**src/rtl/quad_step_decoder.sv**
```systemverilog
// quad_step_decoder: synchronise, glitch-filter and Gray-decode a quadrature encoder into step/direction pulses.
//   clk, reset (async, active-low) | a_in, b_in raw channels | clr_err clears err_cnt
//   E step pulse, F direction (1 = forward), err illegal-transition pulse, err_cnt saturating count,
//   ab_state filtered {A,B}, armed high once warm-up is done
module quad_step_decoder #(
  parameter int FILT_CYCLES = 4,
  parameter int ERR_W       = 8
) (
  input  logic             clk,
  input  logic             reset,
  input  logic             a_in,
  input  logic             b_in,
  input  logic             clr_err,
  output logic             E,
  output logic             F,
  output logic             err,
  output logic [ERR_W-1:0] err_cnt,
  output logic [1:0]       ab_state,
  output logic             armed
);
  typedef enum logic {WARMUP, RUN} state_t;
  localparam logic [2:0] FC_LAST = 3'(FILT_CYCLES - 1);
  localparam logic [3:0] WU_LAST = 4'(FILT_CYCLES + 2);
  state_t          r_state, w_next;
  logic [1:0]      r_s1, r_s2, r_filt, r_prev;
  logic [1:0][2:0] r_fcnt;
  logic [3:0]      r_wcnt;
  logic [1:0]      w_pos_new, w_pos_old, w_delta;
  logic            w_step, w_dbl;
  assign ab_state  = r_filt;
  assign armed     = r_state == RUN;
  // Map Gray code to its position on the forward cycle 00,01,11,10 so the
  // step distance is a plain 2-bit difference: 1 = forward, 3 = reverse, 2 = double.
  assign w_pos_new = {r_filt[1], r_filt[1] ^ r_filt[0]};
  assign w_pos_old = {r_prev[1], r_prev[1] ^ r_prev[0]};
  assign w_delta   = w_pos_new - w_pos_old;
  always_ff @(posedge clk or negedge reset)
    if (!reset) begin
      r_s1   <= '0;
      r_s2   <= '0;
      r_filt <= '0;
      r_fcnt <= '0;
      r_prev <= '0;
    end else begin
      r_s1   <= {a_in, b_in};
      r_s2   <= r_s1;
      r_prev <= r_filt;
      for (int i = 0; i < 2; i++)
        if (r_s2[i] == r_filt[i]) r_fcnt[i] <= '0;
        else if (r_fcnt[i] == FC_LAST) begin
          r_filt[i] <= r_s2[i];
          r_fcnt[i] <= '0;
        end else r_fcnt[i] <= r_fcnt[i] + 3'd1;
    end
  always_ff @(posedge clk or negedge reset)
    if (!reset) begin
      r_state <= WARMUP;
      r_wcnt  <= '0;
    end else begin
      r_state <= w_next;
      r_wcnt  <= r_state == WARMUP ? r_wcnt + 4'd1 : r_wcnt;
    end
  // Warm-up spans the synchroniser, filter and prev-tracking latency so a
  // non-idle encoder position at reset release settles without decoding.
  always_comb begin
    w_next = r_state;
    w_step = 1'b0;
    w_dbl  = 1'b0;
    if (r_state == WARMUP) w_next = r_wcnt == WU_LAST ? RUN : WARMUP;
    else begin
      w_step = w_delta[0];
      w_dbl  = w_delta == 2'd2;
    end
  end
  always_ff @(posedge clk or negedge reset)
    if (!reset) begin
      E       <= 1'b0;
      F       <= 1'b0;
      err     <= 1'b0;
      err_cnt <= '0;
    end else begin
      E       <= w_step;
      err     <= w_dbl;
      F       <= w_step ? ~w_delta[1] : F;
      err_cnt <= clr_err ? ERR_W'(w_dbl) : (w_dbl && !(&err_cnt)) ? err_cnt + ERR_W'(1) : err_cnt;
    end
endmodule
```
**config.mk**
```make
export PLATFORM = sky130hd
export DESIGN_NAME = quad_step_decoder
export DESIGN_NICKNAME = d
export VERILOG_FILES = /design/src/rtl/quad_step_decoder.sv
export SDC_FILE = /design/constraint.sdc
export NUM_CORES = 1
export LEC_CHECK = 0
export ABC_AREA = 0
export CORE_MARGIN = 5
export CORE_UTILIZATION = 25
export CTS_CLUSTER_SIZE = 16
export DETAILED_ROUTE_END_ITERATION = 16
export PLACE_DENSITY = 0.44
export REMOVE_ABC_BUFFERS = 1
export SLEW_MARGIN = 20
export SYNTH_ARGS = -nofsm -noshare
export SYNTH_HDL_FRONTEND = slang
export SYNTH_SLANG_ARGS = --single-unit
export TNS_END_PERCENT = 30
```
**constraint.sdc**
```tcl
create_clock -name clk -period 4.18 [get_ports clk]
set_clock_uncertainty 0.05 [all_clocks]
set_input_delay 0.836 -clock clk [delete_from_list [all_inputs] [get_ports clk]]
set_output_delay 0.836 -clock clk [all_outputs]
set_load 0.02 [all_outputs]
```
==> results by group <==
Detailed routing
  – Total length of routed wires: 2320 µm
  – DR vias: 864
  – Number of iterations in the first detailed-routing pass: 4
  – Wire per inst: 11.5 µm
  – Via density per instance: 4.30
  – Detailed Route Iter0 Violations: 55
  – Post-detailed-route DRC marker count: 0
  – ANT nets after route: 0

Timing
  – Setup ws final: 1.87 ns
  – Max Fclk: 0.432 GHz
  – Final total negative setup slack: 0 ns
  – Number of hold violations in the final report: 0
  – Final Cycle Share: 55.3%
  – Worst-Margin Slew: 0.414 ns
  – Setup repair after global routing missed its margin: false
  – Shortest period the worst path allows: 2.31 ns
  – Final-report setup violation count: 0
  – Slew headroom: 72.2%
  – Number of max-slew violations in the final report: 0

Hold path
  – Hold crit path type: reg -> reg

Logic synthesis
  – Cell Area, Synth: 0.00129 mm²
  – Part of the Yosys area used for sequential elements: 58.2%
  – Synth area leaders: sky130_fd_sc_hd__dfrtp_1 (58%), sky130_fd_sc_hd__ha_1 (5.8%), sky130_fd_sc_hd__xnor2_1 (5.4%)
  – Warning count from the yosys run: 0
  – Yosys top cell area share: 58.2%
  – Count of mapped cells out of synthesis: 108
  – Largest area contributor in the netlist: sky130_fd_sc_hd__dfrtp_1
  – Register bit total from synthesis: 30
  – Share of flip-flops with an asynchronous set or reset: 100%
  – Synth Area per Inst: 11.9 µm²
  – Number of synthesized flops with an enable pin: 0
  – Number of distinct library cells after synthesis: 34
  – Most used DFF post-synth: sky130_fd_sc_hd__dfrtp_1

Critical path
  – Worst-path fanout max: 8
  – CP cell instances: clkdlybuf4s50_1
  – CP peak stage delay: 0.66 ns
  – Startpoint-to-endpoint class of the critical path: reg -> out
  – Critical path endpoint category: primary output
  – Number of buffer and inverter instances along the worst setup path: 1
  – Data required, critical path: 3.29 ns
  – Top cell family by delay on the critical path: buffers and inverters
  – Critical path data arrival time: 1.43 ns
  – Crit path max-delay cell type: sky130_fd_sc_hd__clkdlybuf4s50_1
  – Startpoint kind of the worst setup timing path: flip-flop

Clock network
  – CTS tree: done
  – CTS H-tree depth: 2
  – Hold-fix buffers, CTS: 0
  – Clock-pin slew of the registers on the worst-case setup and hold paths: 0.06 ns
  – Total CTS buffers: 5
  – Insertion delay to the later sink of the worst-skew pair: 0.27 ns
  – Clock net sink count: 30
  – Setup Buffers After CTS: 0
  – Maximum buffer depth of the clock tree: 2
  – Number of resized instances in the post-cts repair step: 0
  – Root buffer selected by CTS: sky130_fd_sc_hd__clkbuf_8

Global route
  – Pin count of the biggest net entering global routing: 31
  – Global Route Usage Sum: 7.65%
  – First-pass GRT wire length: 3810 µm
  – Total overflow reported by the global router: 0
  – Number of antenna violations at the first check in global routing: 0
  – Number of global-route vias before repair: 842

Floorplan
  – Number of top-level design ports: 19
  – Die span in y: 81.8 µm
  – Die footprint: 0.00670 mm²
  – Initial core utilization: 25.4%
  – Overall die width: 81.8 µm
  – Floorplan core area: 0.00507 mm²
  – Number of core rows: 26

Placement
  – HPWL after detailed placement: 1710 µm
  – Worst slack at placement: 1.97 ns
  – Placed cell count: 194
  – Routability-driven placement congestion ratio: 0.832
  – Port Buf Inserts: 18

Final layout
  – Antenna diodes: 0
  – Growth of design area from synthesis to finish: 28.6%
  – Layout net count: 142
  – Post-layout util: 32.7%
  – Post-route non-filler standard cell count: 201
  – Layout cells sized above 1: 9.92%

Pwr
  – Highest ir drop seen on vdd: 0.353 mV
  – PwrDens: 637 mW/mm²
  – Overall power consumption: 0.00106 W
  – Pleak: 0.697 nW

Run
  – Number of violations of the max-capacitance limit: 0

Status
  – Run status: finished, final reports clean
[through the flow]
stage                     cell area (µm²)  hold slack, ns
after floorplan                      1270           0.281
after global placement               1550           0.283
after detailed placement             1550           0.285
after CTS                            1660           0.300
after global routing                 1660           0.300
final                                1660           0.297
[path summary, 6_finish.rpt]
| path | start | end | slack, ns | depth (start not counted) |
|---|---|---|---|---|
| min in group asynchronous | reset | err | 0.90 | 2 |
| hold reg to reg | r_s1[1] | r_s2[1] | 0.30 | 0 |
| hold / removal | r_s1[1] | r_s2[1] | 0.30 | 0 |
| max in group asynchronous | reset | err_cnt[7] | 2.89 | 2 |
| setup reg to reg | ab_state[1] | err_cnt[4] | 1.96 | 6 |
| setup / recovery | armed | armed | 1.87 | 1 |
[report_power, final]
part           internal, W  total [W]  leakage [nW]  switching, W
clock network     0.000190   0.000288        0.0573     0.0000980
logic             0.000161   0.000369         0.271      0.000208
registers         0.000354   0.000401         0.369     0.0000470
total             0.000705    0.00106         0.697      0.000353
[placed cells by master, fill, tap and decap left out, types with 4 or more instances in the layout]
cell type	instances
sky130_fd_sc_hd__a21oi_1	5
sky130_fd_sc_hd__clkbuf_8	6
sky130_fd_sc_hd__clkdlybuf4s50_1	18
sky130_fd_sc_hd__dfrtp_1	30
sky130_fd_sc_hd__ha_1	6
sky130_fd_sc_hd__inv_1	6
sky130_fd_sc_hd__nand2_1	5
sky130_fd_sc_hd__nor2_1	6
sky130_fd_sc_hd__nor2b_1	5
sky130_fd_sc_hd__nor3_1	4
sky130_fd_sc_hd__xnor2_1	8
[flip-flops by register name, summed over array words and instances, names as in the netlist]
name / count
r_s1: 2
armed: 1
r_wcnt: 4
r_prev: 2
F: 1
err: 1
E: 1
r_s2: 2
err_cnt: 8
ab_state: 2
r_fcnt: 6
[cell families (layout without fill, tap and decap cells)]
family          after synthesis  count (layout)  synth area share (%)
fa+ha+maj                     6               6                  5.82
simple gates                 36              36                  15.7
buf+inv                       9              32                  3.20
flops                        30              30                  58.2
compound gates               13              13                  6.79
xor+xnor                      9               9                  6.11
mux                           5               5                  4.17
[area by class of cell]
cell class | instances | area (µm²)
Multi-Input combinational cell | 69 | 498
Clock buffer | 6 | 82.6
Inverter | 6 | 22.5
Sequential cell | 30 | 751
Clock inverter | 1 | 30.0
Fill cell | 526 | 3420
Tap cell | 70 | 87.6
Timing Repair Buffer | 19 | 188
[routing by layer]
metal	up-vias	track usage [%]	routed length (µm)
met4	0	4.49	47
met5	-	0	0
met2	38	10.8	948
li1	420	-	-
met3	6	3.84	193
met1	400	9.28	1130
[Yosys cell counts, types with 2 or more instances]
library cell	n
sky130_fd_sc_hd__dfrtp_1	30
sky130_fd_sc_hd__xnor2_1	8
sky130_fd_sc_hd__ha_1	6
sky130_fd_sc_hd__inv_1	6
sky130_fd_sc_hd__nor2_1	6
sky130_fd_sc_hd__a21oi_1	5
sky130_fd_sc_hd__nand2_1	5
sky130_fd_sc_hd__nor2b_1	5
sky130_fd_sc_hd__nor3_1	4
sky130_fd_sc_hd__mux2_2	3
sky130_fd_sc_hd__nand3_1	3
sky130_fd_sc_hd__nor3b_1	3
sky130_fd_sc_hd__mux2i_1	2
sky130_fd_sc_hd__nor4_1	2
(Power assumes the default switching activity.)
